File: config.mk
export PLATFORM = sky130hd
export DESIGN_NAME = c2_mux_arbiter
export DESIGN_NICKNAME = d
export VERILOG_FILES = /design/src/rtl/c2arb_pkg.sv /design/src/rtl/c2_mux_arbiter_rr_pick4.sv /design/src/rtl/c2_mux_arbiter.sv
export SDC_FILE = /design/constraint.sdc
export NUM_CORES = 1
export LEC_CHECK = 0
export CAP_MARGIN = 10
export CORE_MARGIN = 2
export CORE_UTILIZATION = 49
export DETAILED_ROUTE_END_ITERATION = 7
export GPL_TIMING_DRIVEN = 0
export PLACE_DENSITY = 0.78
export SYNTH_ARGS = -nofsm -noshare
export SYNTH_HDL_FRONTEND = slang
export SYNTH_HIERARCHICAL = 1
export SYNTH_SLANG_ARGS = --single-unit
File: constraint.sdc
create_clock -name clk -period 2.2 [get_ports clk]
set_input_delay 0.22 -clock clk [delete_from_list [all_inputs] [get_ports clk]]
set_output_delay 0.22 -clock clk [all_outputs]
set_load 0.03 [all_outputs]
File: src/rtl/c2arb_pkg.sv
// Shared types and helpers for the C2 mux arbiter.
// Fixed-priority option: C2ARB_FIXED_PRIO_EN.
package c2arb_pkg;

  localparam int N_SRC = 4;

  localparam int SETTLE_MIN = 1;
  localparam int SETTLE_MAX = 15;

  typedef enum logic {
    IDLE,
    SETTLE
  } state_t;

  // {a1,b1,a0,b0}: S[1]=A1|B1, S[0]=A0&B0
  function automatic logic [3:0] sel_map(
    input logic [1:0] s
  );
    return {s[1], 1'b0, s[0], s[0]};
  endfunction

endpackage

File: src/rtl/c2_mux_arbiter_rr_pick4.sv
// Four-way winner picker: round-robin from ptr, or
// lowest-index-first when C2ARB_FIXED_PRIO_EN is defined.
module rr_pick4
  import c2arb_pkg::*;
(
  input  logic [N_SRC-1:0] req,
  input  logic [1:0]       ptr,
  output logic [N_SRC-1:0] win,
  output logic [1:0]       idx
);

`ifdef C2ARB_FIXED_PRIO_EN

  logic unused_ptr;
  assign unused_ptr = ^ptr;

  always_comb begin
    idx = '0;
    for (int i = N_SRC-1; i >= 0; i--)
      if (req[i]) idx = 2'(i);
    win = '0;
    if (|req) win[idx] = 1'b1;
  end

`else

  logic [2*N_SRC-1:0] dbl;
  logic [N_SRC-1:0]   rot;
  logic [1:0]         off;

  // rot[j] is req[(ptr+j) mod 4]
  always_comb begin
    dbl = {req, req};
    rot = dbl[ptr +: N_SRC];
    off = '0;
    for (int i = N_SRC-1; i >= 0; i--)
      if (rot[i]) off = 2'(i);
    idx = ptr + off;
    win = '0;
    if (|req) win[idx] = 1'b1;
  end

`endif

endmodule

File: src/rtl/c2_mux_arbiter.sv
// Shares one C2 4:1 mux among four requesters.
// Define C2ARB_FIXED_PRIO_EN for fixed priority.
module c2_mux_arbiter #(
  parameter int SIZE   = 5,
  parameter int SETTLE = 3
) (
  input  logic                       clk,
  input  logic                       rst_n,
  input  logic [c2arb_pkg::N_SRC-1:0] req,
  input  logic [SIZE-1:0]            mux_out,
  output logic                       sel_a1,
  output logic                       sel_b1,
  output logic                       sel_a0,
  output logic                       sel_b0,
  output logic [c2arb_pkg::N_SRC-1:0] grant,
  output logic [SIZE-1:0]            data_out,
  output logic                       data_valid
);

  import c2arb_pkg::*;

  if (SETTLE < SETTLE_MIN || SETTLE > SETTLE_MAX) begin : g_bad
    $error("c2_mux_arbiter: SETTLE must be 1..15");
  end

  localparam logic [3:0] CNT_LD = 4'(SETTLE - 1);

  state_t           state;
  state_t           state_nxt;
  logic [3:0]       cnt;
  logic [1:0]       ptr;
  logic [3:0]       sel_q;
  logic [N_SRC-1:0] win;
  logic [1:0]       win_idx;
  logic             ld;
  logic             cap;

  rr_pick4 u_pick (
    .req (req),
    .ptr (ptr),
    .win (win),
    .idx (win_idx)
  );

  always_ff @(posedge clk) begin
    if (!rst_n) state <= IDLE;
    else        state <= state_nxt;
  end

  always_comb begin
    state_nxt = state;
    unique case (state)
      IDLE:
        if (|req) state_nxt = c2arb_pkg::SETTLE;
      c2arb_pkg::SETTLE:
        if (cnt == '0) state_nxt = IDLE;
      default: state_nxt = IDLE;
    endcase
  end

  always_comb begin
    ld  = 1'b0;
    cap = 1'b0;
    unique case (state)
      IDLE:              ld  = |req;
      c2arb_pkg::SETTLE: cap = (cnt == '0);
      default: ;
    endcase
  end

  always_ff @(posedge clk) begin
    if (!rst_n) begin
      cnt        <= '0;
      ptr        <= '0;
      sel_q      <= '0;
      grant      <= '0;
      data_out   <= '0;
      data_valid <= 1'b0;
    end else begin
      data_valid <= cap;
      if (ld) begin
        grant <= win;
        sel_q <= sel_map(win_idx);
        cnt   <= CNT_LD;
      end else if (state == c2arb_pkg::SETTLE
                   && cnt != '0) begin
        cnt <= cnt - 4'd1;
      end
      if (cap) begin
        data_out <= mux_out;
        grant    <= '0;
`ifdef C2ARB_FIXED_PRIO_EN
        ptr      <= '0;
`else
        // granted index is recoverable from A1/A0
        ptr      <= {sel_q[3], sel_q[1]} + 2'd1;
`endif
      end
    end
  end

  assign {sel_a1, sel_b1, sel_a0, sel_b0} = sel_q;

endmodule

After elaboration in Yosys (flattened, before gate mapping)
Cells that the tools add are included.
- word-level logic and storage cells: 38
- register bits after elaboration: 20
- shift operators: 1
- add/sub/neg operators: 3
- bitwise operators: 2
- muxes and demuxes: 14
- $lt $le $gt $ge: 2
- reduce and logical (&&, ||, !) cells: 8
- operator list (cell ; number):
    $mux 2 ; 6
    $shiftx 8x3->4 ; 1
    $mux 1 ; 5
    $logic_not 4->1 ; 1
    $mux 4 ; 1
    $reduce_bool 4->1 ; 1
    $reduce_or 2->1 ; 2
    $reduce_or 4->1 ; 1
    $sub 4x1->4 const B ; 1
    $lt 2x3->1 const B ; 1
    $add 2x1->2 const B ; 1
    $add 2x2->2 ; 1
    $demux 1 s2 ; 1
    $ge 2x1->1 const B ; 1
    $logic_and 1x1->1 ; 2
    $not 1->1 ; 2
    $pmux 1 s2 ; 1
    $reduce_bool 2->1 ; 1

Depth between registers and ports, before layout
Gate-level depths: netlist of run 1.
- word-level depth: 11
- depth in mapped cells: 11
- gate-level depth less buffers: 10

Modules after synthesis
The synthesis of run 1 kept the hierarchy.
- by module, submodules not included (module ; cells an instance ; times used ; seq. area each (µm²) ; area each (µm²)):
    c2_mux_arbiter ; 96 ; 1 ; 380.4 ; 824.5
    rr_pick4 ; 39 ; 1 ; 0.0 ; 296.5

Worst setup path after synthesis of run 1
OpenSTA, ideal clock, no wires.
- path type: register to register
- from: reg ptr[0]
- to: reg grant[3] (netlist name)
- cell stages (with the launch flop): 12
- library setup time: 0.070 ns
- buffers on the path: 1
- slack: 0.335 ns
- arrival time: 1.794 ns
- clock period less this slack: 1.865 ns
- data required time: 2.130 ns
- cell sequence: dfxtp_1 -> buf_4 -> nand2b_1 -> o22ai_1 -> o21ai_0 -> o221ai_1 -> ha_1 -> a21boi_0 -> nand2_1 -> mux2i_1 -> nand3_1 -> a21oi_1
- longest elaborated chain between the ends: 11
- RTL lines (what ; line ; source):
    from (decl) ; c2_mux_arbiter.sv:31 ; logic [1:0] ptr;
    from (signal assigned) ; c2_mux_arbiter.sv:96 ; ptr <= {sel_q[3], sel_q[1]} + 2'd1;
    $shiftx 8x3->4 ; c2_mux_arbiter_rr_pick4.sv:34 ; rot = dbl[ptr +: N_SRC];
    $mux 2 (4 in series) ; c2_mux_arbiter_rr_pick4.sv:37 ; if (rot[i]) off = 2'(i);
    $add 2x2->2 * ; c2_mux_arbiter_rr_pick4.sv:38 ; idx = ptr + off;
    via win_idx[0] ; c2_mux_arbiter.sv:34 ; logic [1:0] win_idx;
    $lt 2x3->1 (implied by the code) / $ge 2x1->1 (equally long branches) ; c2_mux_arbiter_rr_pick4.sv:40 ; if (|req) win[idx] = 1'b1;
    $logic_and 1x1->1 (implied by the code) ; c2_mux_arbiter_rr_pick4.sv:40 ;
    $mux 1 (implied by the code) ; c2_mux_arbiter_rr_pick4.sv:40 ;
    $demux 1 s2 * ; n/a ;
    $mux 4 * ; c2_mux_arbiter_rr_pick4.sv:40 ;
    via win[3] ; c2_mux_arbiter.sv:33 ; logic [N_SRC-1:0] win;
    to (signal assigned) ; c2_mux_arbiter.sv:82 ; grant <= win;
    to (decl) ; c2_mux_arbiter.sv:15 ; output logic [c2arb_pkg::N_SRC-1:0] grant,
The timed path passes the listed nets; every way through them passes the cells marked *.
A chain may end at the register's enable or synchronous reset.

Worst setup path in the final report of run 1
Ends and elaborated chain as after synthesis.

==> out/metrics.yaml, run 1 <==
cellPowerDensity_mw_per_mm2: 743
arrival_ps: 2340
antenna_found_initial: 0
setup_ws_ps: 113
crit_fanout: 10
syn_avg_cell_area_um2: 8.30
setup_viol: 0
start_util_pct: 51.2
maxCapViolCount: 0
dieArea_mm2: 0.00269
vias: 1045
max-slew-margin-rel_pct: 22.9
fin_skew_ps: 5.28
postRouteAntennaNets: 0
min_period_ps: 2090
num_antenna_cells: 0
drc: 0
end_kind: "flip-flop"
cts_max_level: 1
max_freq_ghz: 0.479
dr.pass1.iters: 4
synth-compound-area-share_pct: 19.9
clock_sinks: 19
start_kind: "flip-flop"
coreArea_mm2: 0.00219
syn-cell-area_mm2: 0.00112
final_util_pct: 66.3
fp.dieW_um: 51.8
syn_to_final_growth_pct: 29.6
finalMaxSlewViolations: 0
synthAdderAreaFrac_pct: 3.35
fillCellCount: 197
vdd_drop_max_uv: 484
synth_nets: 149
gp_congestion: 0.776
num-nets-final: 178
wire_per_inst_um: 13.6
synth-xor-area-share_pct: 3.13
via_per_inst: 5.47
clk_pin_slew_ps: 110
drt_wl_total_um: 2590
ys_ff_latch: 19
drt_iter0_markers: 8
synth_top_family_by_area: "simple AND/OR/NAND/NOR gates"
seq_area_frac_synth_pct: 33.9
drive_gt1_share_pct: 13.5
power.leakage_nw: 0.564
ios: 25
overflow: 0
synthSimpleGateAreaFrac_pct: 24.2
final_common_cell: "nand2_1"
fp.dieH_um: 51.8
place_hpwl_um: 1870
cp_data_required_time_ps: 2450
first_global_vias: 1006
track_usage_pct: 21.6
hold_violations: 0
worst-slew-pin-transition_ps: 1150
ctsHoldBuffers: 0
clk_latency_ps: 310
timing.final.crit_share_pct: 94.9
final_cell_mix: "25 x nand2_1, 22 x clkdlybuf4s50_1, 18 x dfxtp_1, 9 x o21ai_0, 9 x mux2i_1"
ys_warn_count: 6
totalPowerFinal_w: 0.00108
yosysUniqueCellTypes: 36
fp-row-count: 17
syn_inst: 135
grt_pass1_wl_um: 4320
outcome: "completed"
grt_start_max_net_pins: 12
cts_tree: "built"
port_buffers: 23
preCtsSetupSlack_ps: -299
holdCritPathClass: "in -> reg"
synthMuxAreaShare_pct: 8.04
cts_made_buffers: 3
crit_type: "reg -> reg"
clock_path_buffers: 2
root_buffer: "clkbuf_4"
[final cells by class]
class / count / area (um^2) / share of cell area [%]
clock inverter: 1 / 5.00 / 0.345
sequential: 19 / 382 / 26.3
inverter: 4 / 15.0 / 1.03
timing repair buffer: 24 / 240 / 16.5
tap: 28 / 35.0 / 2.41
multi-input combinational: 102 / 688 / 47.4
clock buffer: 3 / 22.5 / 1.55
buffer: 10 / 65.1 / 4.48
[critical path, stage by stage (launching register included)]
cell and delay (ps):
dfxtp_2 360, buf_4 160, nand2b_1 120, o221ai_1 120
o21ai_1 100, o221ai_1 120, ha_2 360, a21boi_2 210
nand2_1 90, mux2i_1 150, nand3_1 120, a21oi_2 120
[cell usage after synthesis]
cell       number  area, um^2
a21oi_1         9        45.0
nand4bb_1       1        11.3
or3_1           1        6.26
and3b_1         1        8.76
o311ai_4        1        26.3
buf_2           1        5.00
nand2b_1        5        31.3
buf_6           2        22.5
o21ai_0        10        50.1
nor3_2          1        10.0
nor3b_1         1        7.51
a21boi_0        7        52.6
and2b_2         1        8.76
xnor2_1         3        26.3
or4_1           1        7.51
buf_4           3        22.5
nor4bb_1        1        10.0
and2_1          1        6.26
inv_1           4        15.0
nor4_1          1        6.26
conb_1          1        3.75
o221ai_1        2        17.5
o211a_1         2        20.0
o21ai_1         1        5.00
nor2_1          5        18.8
or4_4           1        11.3
dfxtp_1        19         380
xor2_1          1        8.76
clkbuf_1        4        15.0
nor3_1          1        5.00
nand2_1        25        93.8
nand3_1         4        20.0
o22ai_1         1        6.26
ha_1            3        37.5
nor4b_1         1        8.76
mux2i_1         9        90.1
[registers in the layout, indices dropped and copies added (netlist names)]
signal      flops
cnt             4
data_out        5
data_valid      1
grant           4
ptr             2
sel_q           2
state           1
[cells by family (layout without fill, tap and decap cells)]
group                    count (synthesis)  after routing
AND/OR/NAND/NOR                         52             52
AO/OA/AOI/OAI                           33             33
flip-flops                              19             19
buffers and inverters                   14             42
multiplexers                             9              9
XOR/XNOR                                 4              4
adder cells (fa/ha/maj)                  3              3
other                                    1              1
[metrics by stage]
stage | cell area [um^2] | TNS [ps] | hold slack, ps | cells
6_report | 1450 | 0 | 455 | 191
3_5_place_dp | 1390 | -1050 | 459 | 186
2_1_floorplan | 1120 | 0 | 365 | 135
4_1_cts | 1410 | 0 | 449 | 190
5_1_grt | 1450 | -26.3 | 468 | 191
3_3_place_gp | 1390 | -365 | 450 | 186
[report_power, final]
part           internal, W  switching (W)
clock            0.0000680       0.000117
combinational     0.000217       0.000257
sequential        0.000387      0.0000338
[final timing paths]
path                                  start     endpoint  slack, ps  cells after the start
worst max register to register       ptr[0]     grant[3]        110                     11
worst min register to register  data_out[2]  data_out[2]        480                      2
worst min-delay path             mux_out[4]  data_out[4]        460                      3
worst max-delay path                 ptr[0]     grant[3]        110                     11
[layer usage]
| metal | vias to the layer above | routed length, um | GRT usage, % |
|---|---|---|---|
| met5 | - | 0 | 0 |
| met4 | 0 | 82 | 10.5 |
| met3 | 11 | 137 | 3.74 |
| met2 | 32 | 1260 | 38.2 |
| met1 | 474 | 1110 | 24.7 |
| li1 | 528 | - | - |
[repair_timing]
item	CTS	global route
buffers inserted	0	1
pin swaps	0	1
resized for setup	1	10
setup endpoints to repair	1	4
No activity file was read; power rests on OpenSTA's default activity.
==> inputs of run 2 (changes only) <==
- clock period: 2.2 -> 2.1 ns (I/O delays scaled with it)
==> out/metrics.yaml, run 2 (synthesis results as in run 1) <==
rrSetupSlack_ps: 60
end_kind: "flip-flop"
p_comb_share_pct: 44.4
holdCritPathClass: "in -> reg"
final_common_cell: "nand2_1"
ios: 25
gp_congestion: 0.776
reg.largest.list: "data_out: 5 flops, cnt: 4 flops, grant: 4 flops"
p_int_w: 0.000715
regMostFlops: "data_out"
clk_latency_ps: 310
timing.final.crit_share_pct: 96.9
largest_reg_flops: 5
worst-slew-pin-transition_ps: 657
num_antenna_cells: 0
place_hpwl_um: 1870
crit_type: "reg -> reg"
via_per_inst: 5.44
grt_start_max_net_pins: 12
maxCapViolCount: 0
clock_sinks: 19
rsz0062_at_grt: "yes"
grt_pass1_wl_um: 4250
drive_gt1_share_pct: 16.5
root_buffer: "clkbuf_4"
swShare_pct: 37.9
overflow: 0
first_global_vias: 983
max_freq_ghz: 0.491
fillCellCount: 189
cts_max_level: 1
sequentialPowerShare_pct: 38.4
power_frac_clock_pct: 17.2
postRouteAntennaNets: 0
coreArea_mm2: 0.00219
r2r_cells: 11
dieArea_mm2: 0.00269
crit_fanout: 10
final_util_pct: 68.1
cts_tree: "built"
dr.pass1.iters: 4
start_kind: "flip-flop"
cp_data_required_time_ps: 2360
vdd_drop_max_uv: 500
antenna_found_initial: 0
track_usage_pct: 21.3
hold_violations: 0
setup_viol: 0
whs_ps: 346
tns_ps: 0
num-nets-final: 179
holdCritStartpoint: "req[0]"
drt_wl_total_um: 2590
arrival_ps: 2290
fin_skew_ps: 4.95
syn_to_final_growth_pct: 33.1
wire_per_inst_um: 13.5
power.leakage_nw: 0.598
p_sw_w: 0.000436
finalMaxSlewViolations: 0
cts_made_buffers: 3
clock_path_buffers: 2
min_path_cells: 3
ctsHoldBuffers: 0
fp.dieW_um: 51.8
vias: 1045
cellPowerDensity_mw_per_mm2: 771
drc: 0
drt_iter0_markers: 12
fp.dieH_um: 51.8
holdPathEnd: "state"
final_cell_mix: "25 x nand2_1, 19 x clkdlybuf4s50_1, 18 x dfxtp_1, 9 x o21ai_0, 9 x mux2i_1"
min_period_ps: 2040
rr_endpoint: "grant[3]"
max-slew-margin-rel_pct: 55.8
start_util_pct: 51.2
port_buffers: 23
clk_pin_slew_ps: 120
r2r_start: "ptr[0]"
fp-row-count: 17
outcome: "completed"
-- run 2: cell count changes in the layout (fill, tap and decap cells not counted) --
cell	change
clkdlybuf4s50_1	-3
dlymetal6s2s_1	+3
a21oi_1	-2
a21oi_2	+2
buf_6	+1
nor4_1	-1
nor4_2	+1
xor2_1	-1
xor2_2	+1
-- run 2: how the worst max path moves through the flow --
| stage | startpoint | endpoint | cells past startpoint |
|---|---|---|---|
| after floorplan | ptr[0] | grant[3] | 11 |
| after global placement | req[2] | grant[3] | 11 |
| after detailed placement | req[2] | grant[3] | 11 |
| after CTS | ptr[0] | grant[3] | 11 |
| after global routing | ptr[0] | grant[3] | 11 |
| final | ptr[0] | grant[3] | 11 |
-- run 2: critical path, stage by stage, from the launching register on --
cell	delay [ps]
dfxtp_2	370
buf_6	130
nand2b_1	110
o22ai_1	80
o21ai_1	130
o221ai_1	120
ha_2	370
a21boi_2	180
nand2_1	80
mux2i_1	150
nand3_1	130
a21oi_2	130
-- run 2: layout make-up --
| type | instances | area, um^2 | area share (%) |
|---|---|---|---|
| multi-input cells | 102 | 709 | 47.5 |
| flip-flops and latches | 19 | 382 | 25.6 |
| repair buffers | 25 | 255 | 17.1 |
| plain buffers | 10 | 68.8 | 4.61 |
| well taps | 28 | 35.0 | 2.35 |
| clock buffers | 3 | 22.5 | 1.51 |
| inverters | 4 | 15.0 | 1.01 |
| clock inverters | 1 | 5.00 | 0.335 |
-- run 2: power by group through the flow --
| stage | Clock [W] | Combinational (W) | Sequential, W |
|---|---|---|---|
| global placement | 0 | 0.000447 | 0.000444 |
| finish | 0.000198 | 0.000511 | 0.000442 |
| CTS | 0.000201 | 0.000473 | 0.000441 |
| global route | 0.000216 | 0.000555 | 0.000447 |
| detailed placement | 0 | 0.000462 | 0.000448 |
| floorplan | 0 | 0.000267 | 0.000497 |
-- run 2: through the flow --
stage / instance area [um^2] / cells / power [W] / worst slack [ps]
after floorplan: 1120 / 135 / 0.000764 / 235
after global placement: 1390 / 186 / 0.000891 / -210
after detailed placement: 1390 / 186 / 0.000911 / -389
after CTS: 1430 / 190 / 0.00111 / 16.3
after global routing: 1490 / 192 / 0.00122 / -51.0
final: 1490 / 192 / 0.00115 / 64.7
-- run 2: per-layer routing --
| metal | up-vias | GRT usage, % | wire, um |
|---|---|---|---|
| met5 | - | 0 | 0 |
| met4 | 0 | 7.89 | 37 |
| met3 | 5 | 3.74 | 140 |
| met2 | 30 | 38.4 | 1250 |
| met1 | 486 | 24.7 | 1160 |
| li1 | 524 | - | - |
-- run 2: timing repair --
item / CTS / global route
hold endpoints to repair: 0 / 0
gates resized for setup: 4 / 15
endpoints found under the setup margin: 3 / 6
pin swaps: 0 / 3
buffers inserted: 0 / 2
==> inputs of run 3 (changes only) <==
- CORE_ASPECT_RATIO: unset -> 2
- CORE_UTILIZATION: 49 -> 35
- PLACE_DENSITY: 0.78 -> unset
==> out/metrics.yaml, run 3 (synthesis results as in run 1) <==
outcome: "completed"
clk_latency_ps: 260
first_global_vias: 1029
postRouteAntennaNets: 0
holdPathEnd: "state"
drt_iter0_markers: 20
cellPowerDensity_mw_per_mm2: 790
fin_skew_ps: 2.57
wire_per_inst_um: 13.2
clock_sinks: 19
clk_pin_slew_ps: 70
drt_wl_total_um: 2600
start_util_pct: 35.9
multiInputGateArea_um2: 719
fillCellCount: 334
setup_viol: 0
crit_fanout: 8
holdCritStartpoint: "req[0]"
fp.dieH_um: 84.0
holdCritPathClass: "in -> reg"
fp.dieW_um: 44.0
final_cell_mix: "23 x nand2_1, 19 x clkdlybuf4s50_1, 18 x dfxtp_1, 9 x o21ai_0, 9 x mux2i_1"
worst_path_max_delay_cell: "ha_2"
finish.instance_area_mm2: 0.00153
max-slew-margin-rel_pct: 38.3
drive_gt1_share_pct: 16.9
start_kind: "flip-flop"
gp_congestion: 0.719
seqCellArea_um2: 382
vdd_drop_max_uv: 520
num_antenna_cells: 0
reg.largest.list: "data_out: 5 flops, cnt: 4 flops, grant: 4 flops"
min_period_ps: 1980
largest_reg_flops: 5
final_common_cell: "nand2_1"
crit_family: "compound AO/OA/AOI/OAI gates"
cts_tree: "built"
ctsHoldBuffers: 0
power.leakage_nw: 0.606
crit_chain: "buf_6 > nand2b_1 > o22ai_1 > o21ai_1 > o221ai_1 > ha_2 > a21boi_4 > nand2_2 > mux2i_1 > nand3_1 > a21oi_1"
syn_to_final_growth_pct: 36.6
place_area_mm2: 0.00139
root_buffer: "clkbuf_8"
antenna_found_initial: 0
dieArea_mm2: 0.00370
maxCapViolCount: 0
totalPowerFinal_w: 0.00121
min_path_cells: 3
timing.final.crit_share_pct: 94.1
ios: 25
dr.pass1.iters: 4
fp-row-count: 29
worst-slew-pin-transition_ps: 918
rr_endpoint: "grant[3]"
hold_violations: 0
place_hpwl_um: 1960
preCtsSetupSlack_ps: -379
fin_cells: 197
grt_start_max_net_pins: 11
clock_path_buffers: 2
r2r_start: "ptr[0]"
setup_ws_ps: 123
grt_pass1_wl_um: 4350
finalMaxSlewViolations: 0
cts_made_buffers: 3
track_usage_pct: 15.0
vias: 1024
port_buffers: 23
overflow: 0
cts_max_level: 1
via_per_inst: 5.20
rrSetupSlack_ps: 120
coreArea_mm2: 0.00312
cp_num_buf_inv: 1
end_kind: "flip-flop"
regMostFlops: "data_out"
max_freq_ghz: 0.506
drc: 0
crit_type: "reg -> reg"
arrival_ps: 2170
cp_data_required_time_ps: 2290
max_stage_delay_ps: 360
rsz0062_at_grt: "yes"
dp_cells: 189
num-nets-final: 181
r2r_cells: 11
run 3: layout make-up:
cell class,instances,share of cell area (%)
repair buffers,27,17.2
well taps,31,2.53
flip-flops and latches,19,24.9
multi-input cells,102,47.0
clock buffers,4,2.94
plain buffers,10,4.49
inverters,4,0.980
run 3: where the power goes:
| group | leakage, nW | total (W) | switching, W | internal [W] |
|---|---|---|---|---|
| sequential | 0.156 | 0.000440 | 0.0000337 | 0.000406 |
| clock | 0.0228 | 0.000254 | 0.000119 | 0.000135 |
| combinational | 0.427 | 0.000515 | 0.000274 | 0.000242 |
run 3: worst max path at each step:
stage                 from       end  slack, ps  cells past startpoint
detailed placement  req[2]  grant[1]       -380                     11
global route        ptr[0]  grant[1]        -30                     11
finish              ptr[0]  grant[3]        120                     11
CTS                 req[0]  grant[2]          8                     11
global placement    req[2]  grant[3]       -300                     11
floorplan           ptr[0]  grant[3]        240                     11
run 3: what timing repair did:
| action | CTS | global route |
|---|---|---|
| resized for setup | 4 | 16 |
| setup buffers | 0 | 4 |
| pin swaps | 0 | 2 |
| endpoints found under the setup margin | 4 | 4 |
| gates cloned | 0 | 0 |
| endpoints found under the hold margin | 0 | 0 |
run 3: tightest hold or removal path: cells and delay by family:
kind            cells  cell delay (ps)
buf+inv             1              130
compound gates      1              160
simple gates        1              140
run 3: stage by stage:
step                hold WS [ps]  utilization (%)  setup TNS, ps
floorplan                    355                -              0
global placement             452             44.5          -1120
detailed placement           463             44.5          -1510
CTS                          472             46.2              0
global route                 477             49.1          -54.4
finish                       422             49.1              0
run 3: per-layer routing:
metal	global-route usage, %	vias to the layer above	wire (um)
met4	6.61	0	54
met1	16.1	474	1020
li1	-	530	-
met3	1.08	5	71
met2	27.8	15	1450
met5	0	-	0
